<file path="config.mk">
export PLATFORM = sky130hd
export DESIGN_NAME = magnitude_search
export DESIGN_NICKNAME = d
export VERILOG_FILES = /design/src/rtl/magnitude_search.sv
export SDC_FILE = /design/constraint.sdc
export NUM_CORES = 1
export LEC_CHECK = 0
export ABC_AREA = 0
export CORE_UTILIZATION = 40
export DETAILED_ROUTE_END_ITERATION = 6
export GPL_TIMING_DRIVEN = 0
export PLACE_DENSITY = 0.67
export SYNTH_ARGS = -nofsm -noshare
export SYNTH_HDL_FRONTEND = slang
export SYNTH_SLANG_ARGS = --single-unit
</file>
<file path="constraint.sdc">
create_clock -name clk -period 2.85 [get_ports clk]
set_input_delay 0.7125 -clock clk [delete_from_list [all_inputs] [get_ports clk]]
set_output_delay 0.7125 -clock clk [all_outputs]
set_load 0.03 [all_outputs]
</file>
<file path="src/rtl/magnitude_search.sv">
// magnitude_search: binary-search initiator that converges on a comparator's hidden operand.
// Define MAGNITUDE_SEARCH_ERR_CHECK_EN to abort a search on any verdict that is not one-hot.
module magnitude_search #(
  parameter int WIDTH = 4,
  localparam int STEPS_W = $clog2(WIDTH + 2)
) (
  input  logic               clk,
  input  logic               rst,
  input  logic               start,
  output logic [WIDTH-1:0]   probe,
  output logic               probe_valid,
  input  logic               rsp_valid,
  input  logic               cmp_gt,
  input  logic               cmp_eq,
  input  logic               cmp_lt,
  output logic               busy,
  output logic               done,
  output logic               found,
  output logic [WIDTH-1:0]   result,
  output logic [STEPS_W-1:0] steps,
  output logic               err
);

  typedef enum logic [1:0] {
    IDLE  = 2'd0,
    PROBE = 2'd1,
    DONE  = 2'd2
  } state_t;

  localparam logic [WIDTH-1:0] MAX_VAL     = '1;
  localparam logic [WIDTH-1:0] FIRST_PROBE = MAX_VAL >> 1;

  state_t             state_reg;
  logic [WIDTH-1:0]   lo_reg;
  logic [WIDTH-1:0]   hi_reg;
  logic [STEPS_W-1:0] count_reg;

  logic               accept;
  logic               malformed;
  logic               verdict_eq;
  logic               verdict_gt;
  logic               last_probe;
  logic               finish;
  logic [STEPS_W-1:0] count_next;
  logic [WIDTH-1:0]   lo_next;
  logic [WIDTH-1:0]   hi_next;
  logic [WIDTH:0]     mid_sum;
  logic [WIDTH-1:0]   probe_next;

  // probe_valid is only ever high in PROBE, so it alone qualifies acceptance.
  assign accept     = probe_valid & rsp_valid;
  assign count_next = count_reg + 1'b1;

`ifdef MAGNITUDE_SEARCH_ERR_CHECK_EN
  assign malformed = ({cmp_gt, cmp_eq, cmp_lt} != 3'b100) &&
                     ({cmp_gt, cmp_eq, cmp_lt} != 3'b010) &&
                     ({cmp_gt, cmp_eq, cmp_lt} != 3'b001);
`else
  logic unused_lt;
  assign malformed = 1'b0;
  assign unused_lt = cmp_lt;
`endif

  // eq beats gt; anything that is neither eq nor gt (including all-zero) walks down as lt.
  assign verdict_eq = cmp_eq;
  assign verdict_gt = cmp_gt & ~cmp_eq;

  always_comb begin
    lo_next    = lo_reg;
    hi_next    = hi_reg;
    last_probe = 1'b0;
    if (verdict_gt) begin
      if (probe == hi_reg) begin
        last_probe = 1'b1;
      end else begin
        lo_next = probe + 1'b1;
      end
    end else begin
      if (probe == lo_reg) begin
        last_probe = 1'b1;
      end else begin
        hi_next = probe - 1'b1;
      end
    end
  end

  // One extra bit keeps lo+hi from overflowing before the halving shift.
  assign mid_sum    = {1'b0, lo_next} + {1'b0, hi_next};
  assign probe_next = mid_sum[WIDTH:1];
  assign finish     = malformed | verdict_eq | last_probe;

  always_ff @(posedge clk) begin
    if (rst) begin
      state_reg   <= IDLE;
      lo_reg      <= '0;
      hi_reg      <= '0;
      count_reg   <= '0;
      probe       <= '0;
      probe_valid <= 1'b0;
      busy        <= 1'b0;
      done        <= 1'b0;
      found       <= 1'b0;
      result      <= '0;
      steps       <= '0;
`ifdef MAGNITUDE_SEARCH_ERR_CHECK_EN
      err         <= 1'b0;
`endif
    end else begin
      case (state_reg)
        IDLE: begin
          done <= 1'b0;
          if (start) begin
            lo_reg      <= '0;
            hi_reg      <= MAX_VAL;
            count_reg   <= '0;
            probe       <= FIRST_PROBE;
            probe_valid <= 1'b1;
            busy        <= 1'b1;
            found       <= 1'b0;
            result      <= '0;
            steps       <= '0;
`ifdef MAGNITUDE_SEARCH_ERR_CHECK_EN
            err         <= 1'b0;
`endif
            state_reg   <= PROBE;
          end
        end

        PROBE: begin
          if (accept) begin
            count_reg <= count_next;
            if (finish) begin
              probe_valid <= 1'b0;
              busy        <= 1'b0;
              done        <= 1'b1;
              steps       <= count_next;
              found       <= verdict_eq & ~malformed;
              result      <= (verdict_eq & ~malformed) ? probe : '0;
`ifdef MAGNITUDE_SEARCH_ERR_CHECK_EN
              err         <= malformed;
`endif
              state_reg   <= DONE;
            end else begin
              lo_reg <= lo_next;
              hi_reg <= hi_next;
              probe  <= probe_next;
            end
          end
        end

        DONE: begin
          done      <= 1'b0;
          state_reg <= IDLE;
        end

        default: begin
          state_reg <= IDLE;
        end
      endcase
    end
  end

`ifndef MAGNITUDE_SEARCH_ERR_CHECK_EN
  assign err = 1'b0;
`endif

endmodule

</file>
### Yosys cells after proc, flatten, opt, wreduce, memory -nomap -nowiden

Cells that the tools add are included.

| cells by class | value |
|---|---|
| $add $sub $neg | 4 |
| eq/ne operators | 8 |
| mux-type cells | 44 |
| bitwise logic cells | 4 |
| reduce and logical (&&, ||, !) cells | 9 |

Operators with widths:

| cell | number |
|---|---|
| $mux W4 | 16 |
| $pmux W4 S2 | 4 |
| $mux W3 | 4 |
| $pmux W3 S2 | 2 |
| $mux W1 | 11 |
| $reduce_and A3 Y1 | 3 |
| $eq A4 B4 Y1 | 2 |
| $ne A2 B2 Y1 const B | 4 |
| $reduce_and A4 Y1 | 2 |
| $mux W2 | 3 |
| $pmux W1 S2 | 3 |
| $add A4 B4 Y5 | 1 |
| $add A4 B1 Y4 const B | 1 |
| $pmux W2 S2 | 1 |
| $reduce_bool A2 Y1 | 2 |
| $sub A4 B1 Y4 const B | 1 |
| $add A3 B1 Y3 const B | 1 |
| $and A1 B1 Y1 | 2 |
| $eq A2 B1 Y1 const B | 1 |
| $eq A2 B2 Y1 const B | 1 |
| $logic_not A2 Y1 | 1 |
| $reduce_or A2 Y1 | 1 |
| $not A1 Y1 | 1 |
| $or A1 B1 Y1 | 1 |

| storage, ports and cells | value |
|---|---|
| bits in registers | 27 |
| input bits | 7 |
| output and inout port bits | 16 |
| word-level logic and storage cells | 79 |

### Longest topological paths before layout

| logic depth | value |
|---|---|
| word-level depth | 7 |
| gate-level depth with buffers | 13 |
| gate-level depth less buffers | 11 |

### Worst setup path after synthesis

No wires, ideal clock.

| timing | value |
|---|---|
| kind | register -> register |
| start point | register probe[1] |
| end point | register probe[2] |
| library setup time | 0.119 ns |
| arrival time | 2.503 ns |
| required time | 2.731 ns |
| path slack | 0.228 ns |
| cell stages (with the launch flop) | 12 |
| path buffers | 2 |
| clock period less this slack | 2.622 ns |
| cells stage by stage | dfxtp_1 > buf_6 > xor2_1 > o41a_1 > buf_6 > nor2_1 > a21oi_1 > ha_1 > inv_1 > or4_1 > o2111ai_1 > nor2_1 |

| on the way | value |
|---|---|
| longest elaborated chain between the ends | 7 |
| elaborated cells between the ends (all ways) | 18 |
| those cells by class | add/sub: 3; eq/ne: 3; mux: 10; bitwise: 1; reduce/logical: 1 |

Ends and longest elaborated chain:

| item | RTL line | text |
|---|---|---|
| start: declaration | 10 | `output logic [WIDTH-1:0] probe,` |
| start signal: assignment | 146 | `probe <= probe_next;` |
| $add A4 B1 Y4, or another cell as far along | 76 | `lo_next = probe + 1'b1;` |
| $mux W4 (on tied branches) | 73, 79 |  |
| $mux W4 | 72 | `if (verdict_gt) begin` |
| $add A4 B4 Y5 | 88 | `assign mid_sum = {1'b0, lo_next} + {1'b0, hi_next};` |
| $mux W4 | 132 | `if (finish) begin` |
| $mux W4 | 130 | `if (accept) begin` |
| $pmux W4 S2 | 109 | `case (state_reg)` |

Parallel ways exist; a longest one is shown, timed or not. The select of a mux whose other input is x is not followed.
A chain may end at the register's enable or synchronous reset.

### Worst setup path after layout

| timing | value |
|---|---|
| start point | input port cmp_eq |
| end point | register probe[2] |

| on the way | value |
|---|---|
| longest elaborated chain between the ends | 7 |
| elaborated cells between the ends (all ways) | 12 |
| those cells by class | add/sub: 1; eq/ne: 1; mux: 6; bitwise: 3; reduce/logical: 1 |

Ends and longest elaborated chain:

| item | RTL line | text |
|---|---|---|
| start: declaration | 14 | `input logic cmp_eq,` |
| $not A1 Y1 | 66 | `assign verdict_gt = cmp_gt & ~cmp_eq;` |
| $and A1 B1 Y1 | 66 |  |
| $mux W4 | 72 |  |
| $add A4 B4 Y5 | 88 |  |
| $mux W4 | 132 |  |
| $mux W4 | 130 |  |
| $pmux W4 S2 | 109 |  |

Parallel ways exist; a longest one is shown, timed or not. The select of a mux whose other input is x is not followed.

==> results.toml <==
[global_routing]
grt_overflow = 0
grt_max_degree = 17
first_global_vias = 1315
track_usage_pct = 18.3
grt_pass1_wl_mm = 5.90
antenna_found_initial = 0

[cells_and_area]
nets = 211
layout_common_cells = "27 x dfxtp_1, 18 x clkdlybuf4s50_1, 17 x nor2_1"
fin_area_um2 = 1890
layout_commonest_cell = "dfxtp_1"
diodes = 0
layoutNonFillerInstCount = 244
postLayoutCoreUtil_pct = 50.5
area_growth_pct = 19.3
drive_gt1_share_pct = 13.8

[synthesis]
yosysSeqAreaShare_pct = 34.1
synth-edff-count = 0
syn_inst = 172
syn-cell-area_um2 = 1590
synth.distinct_cells = 49
syn-num-nets = 186
ys_warn_count = 0
yosys_register_bits = 27
async_flop_share_pct = 0
synth_area_per_cell_um2 = 9.22
synth_ff_type = "dfxtp_1"

[min_path]
holdCritPathClass = "reg -> reg"

[sta]
clock.fmax_mhz = 370
fin_crit_sh_pct = 94.9
min_period_ns = 2.70
worst_slew_pin_slew_ns = 0.611
finalWorstSetupSlack_ns = 0.146
grt_setup_unrepaired = "false"
setup_viol = 0
final_hold_viol_count = 0
finalClockSkew_ns = 0.00375
maxSlewViolCount = 0
maxSlewHeadroom_pct = 59.1

[clock_network]
clock_latency_ns = 0.28
clkSinkCount = 27
cts_buffers = 3
h-tree-depth = 1
cts_tree = "yes"
cts_setup_buffers = 0
cts_buffer_depth = 2
cts-resized-gates = 2
root_buffer = "clkbuf_8"
ctsHoldBuffers = 0
clkTransAtPathRegs_ns = 0.10

[detailed_routing]
routed_wirelength_mm = 3.59
routed_via_density = 5.53
wl_per_cell_um = 14.7
dr_wl_met3_um = 188
via_count = 1349
highest_layer = "met4"
drtIter0Drc = 77
wl_met2_mm = 1.71
ant_nets = 0
drt_pass1_iterations = 4
met1Wirelength_mm = 1.62
drc_errors = 0

[setup_path]
critPathKind = "in -> reg"
cpLargestDelayFamily = "simple AND/OR/NAND/NOR gates"
path_cells = "dlygate4sd2_1 -> and2b_2 -> o41a_1 -> buf_6 -> nor2_1 -> a21oi_1 -> ha_1 -> inv_1 -> or4_1 -> o2111ai_1 -> nor2_1"
required_ns = 3.03
cp.buffers_inverters = 3
crit_path_start_kind = "primary input"
cp_slowest_stage_delay_ns = 0.51
crit_top_cell = "nor2_1"
cp_slowest_cell = "or4_1"
end_kind = "flop"
crit_fanout = 10
critPathArrivalTime_ns = 2.88

[pwr]
p_clk_share_pct = 26.2
p_seq_share_pct = 46.4
combPwrFrac_pct = 27.3
total_power_uw = 873
p_int_uw = 587
max-vdd-ir-drop_uv = 291
p_switching_uw = 285
p_leak_nw = 0.749
p_per_area_nw_per_um2 = 461
swShare_pct = 32.7

[placed_design]
place_area_um2 = 1850
io_buffers = 20
post-place-ws_ns = -0.402
place_congestion = 0.826
dp_hpwl_mm = 2.65
dp_cells = 240

[floorplanning]
die_x_um = 65.0
fp.coreArea_um2 = 3740
fp.dieArea_um2 = 4220
die_h_um = 65.0
io_pins = 23
rows = 22
initial_core_util_pct = 42.3

[run]
max-cap-violations = 0

[run_status]
status = "completed"
-- per-layer routing --
layer / vias up / GRT usage (%)
li1: 662 / -
met2: 37 / 32.3
met4: 0 / 5.00
met5: - / 0
met3: 12 / 5.63
met1: 638 / 21.0
-- synth_stat cells, types with 3 or more instances --
master,instances,area (um^2)
a211oi_1,6,45.0
a21oi_1,12,60.1
a22o_1,7,61.3
buf_6,4,45.0
dfxtp_1,27,541
ha_1,6,75.1
inv_1,8,30.0
nand2_1,11,41.3
nand2b_1,3,18.8
nand3_1,3,15.0
nor2_1,17,63.8
nor3_1,6,30.0
o21ai_0,6,30.0
or2_2,3,18.8
xnor2_1,3,26.3
xor2_1,7,61.3
xor2_2,4,65.1
-- worst register-to-register path, delay by kind of cell, from the launching register on --
family / cells / cell delay, ns
AO/OA/AOI/OAI: 3 / 0.80
XOR/XNOR: 1 / 0.20
adder cells (fa/ha/maj): 1 / 0.29
buffers and inverters: 2 / 0.21
AND/OR/NAND/NOR: 3 / 0.70
flip-flops: 1 / 0.35
-- per-stage QoR --
step           TNS, ns  hold slack [ns]
2_1_floorplan        0            0.454
3_3_place_gp     -1.05            0.433
3_5_place_dp     -1.27            0.443
4_1_cts              0            0.467
5_1_grt              0            0.486
6_report             0            0.464
-- power groups by stage --
| stage | combinational (mW) | clock [mW] | sequential, mW |
|---|---|---|---|
| 4_1_cts | 0.238 | 0.235 | 0.405 |
| 3_3_place_gp | 0.231 | 0 | 0.413 |
| 6_report | 0.239 | 0.229 | 0.405 |
| 2_1_floorplan | 0.161 | 0 | 0.424 |
| 3_5_place_dp | 0.237 | 0 | 0.413 |
| 5_1_grt | 0.262 | 0.248 | 0.407 |
-- kinds of logic after synthesis --
group | count (synthesis) | share of synthesized area (%)
other cells | 1 | 0.237
mux | 1 | 0.947
simple gates | 58 | 19.7
buf+inv | 17 | 7.02
fa+ha+maj | 7 | 6.00
compound gates | 47 | 22.4
xor+xnor | 14 | 9.63
flops | 27 | 34.1
-- layout make-up --
type	count	area, um^2
Tap cell	48	60.1
Inverter	9	33.8
Clock buffer	3	41.3
Clock inverter	1	7.51
Sequential cell	27	541
Multi-Input combinational cell	128	933
Timing Repair Buffer	20	198
Buffer	8	77.6
Fill cell	364	1850
-- path summary, 6_finish.rpt --
check	depth (start not counted)	start	slack, ns	to
max	11	cmp_eq	0.15	probe[2]$_SDFFE_PP0P_
min	1	found$_SDFFE_PP0P_	0.46	found$_SDFFE_PP0P_
max reg2reg	10	probe[0]$_SDFFE_PP0P_	0.20	probe[2]$_SDFFE_PP0P_
min reg2reg	1	found$_SDFFE_PP0P_	0.46	found$_SDFFE_PP0P_
Power figures use the tool's default switching activity.
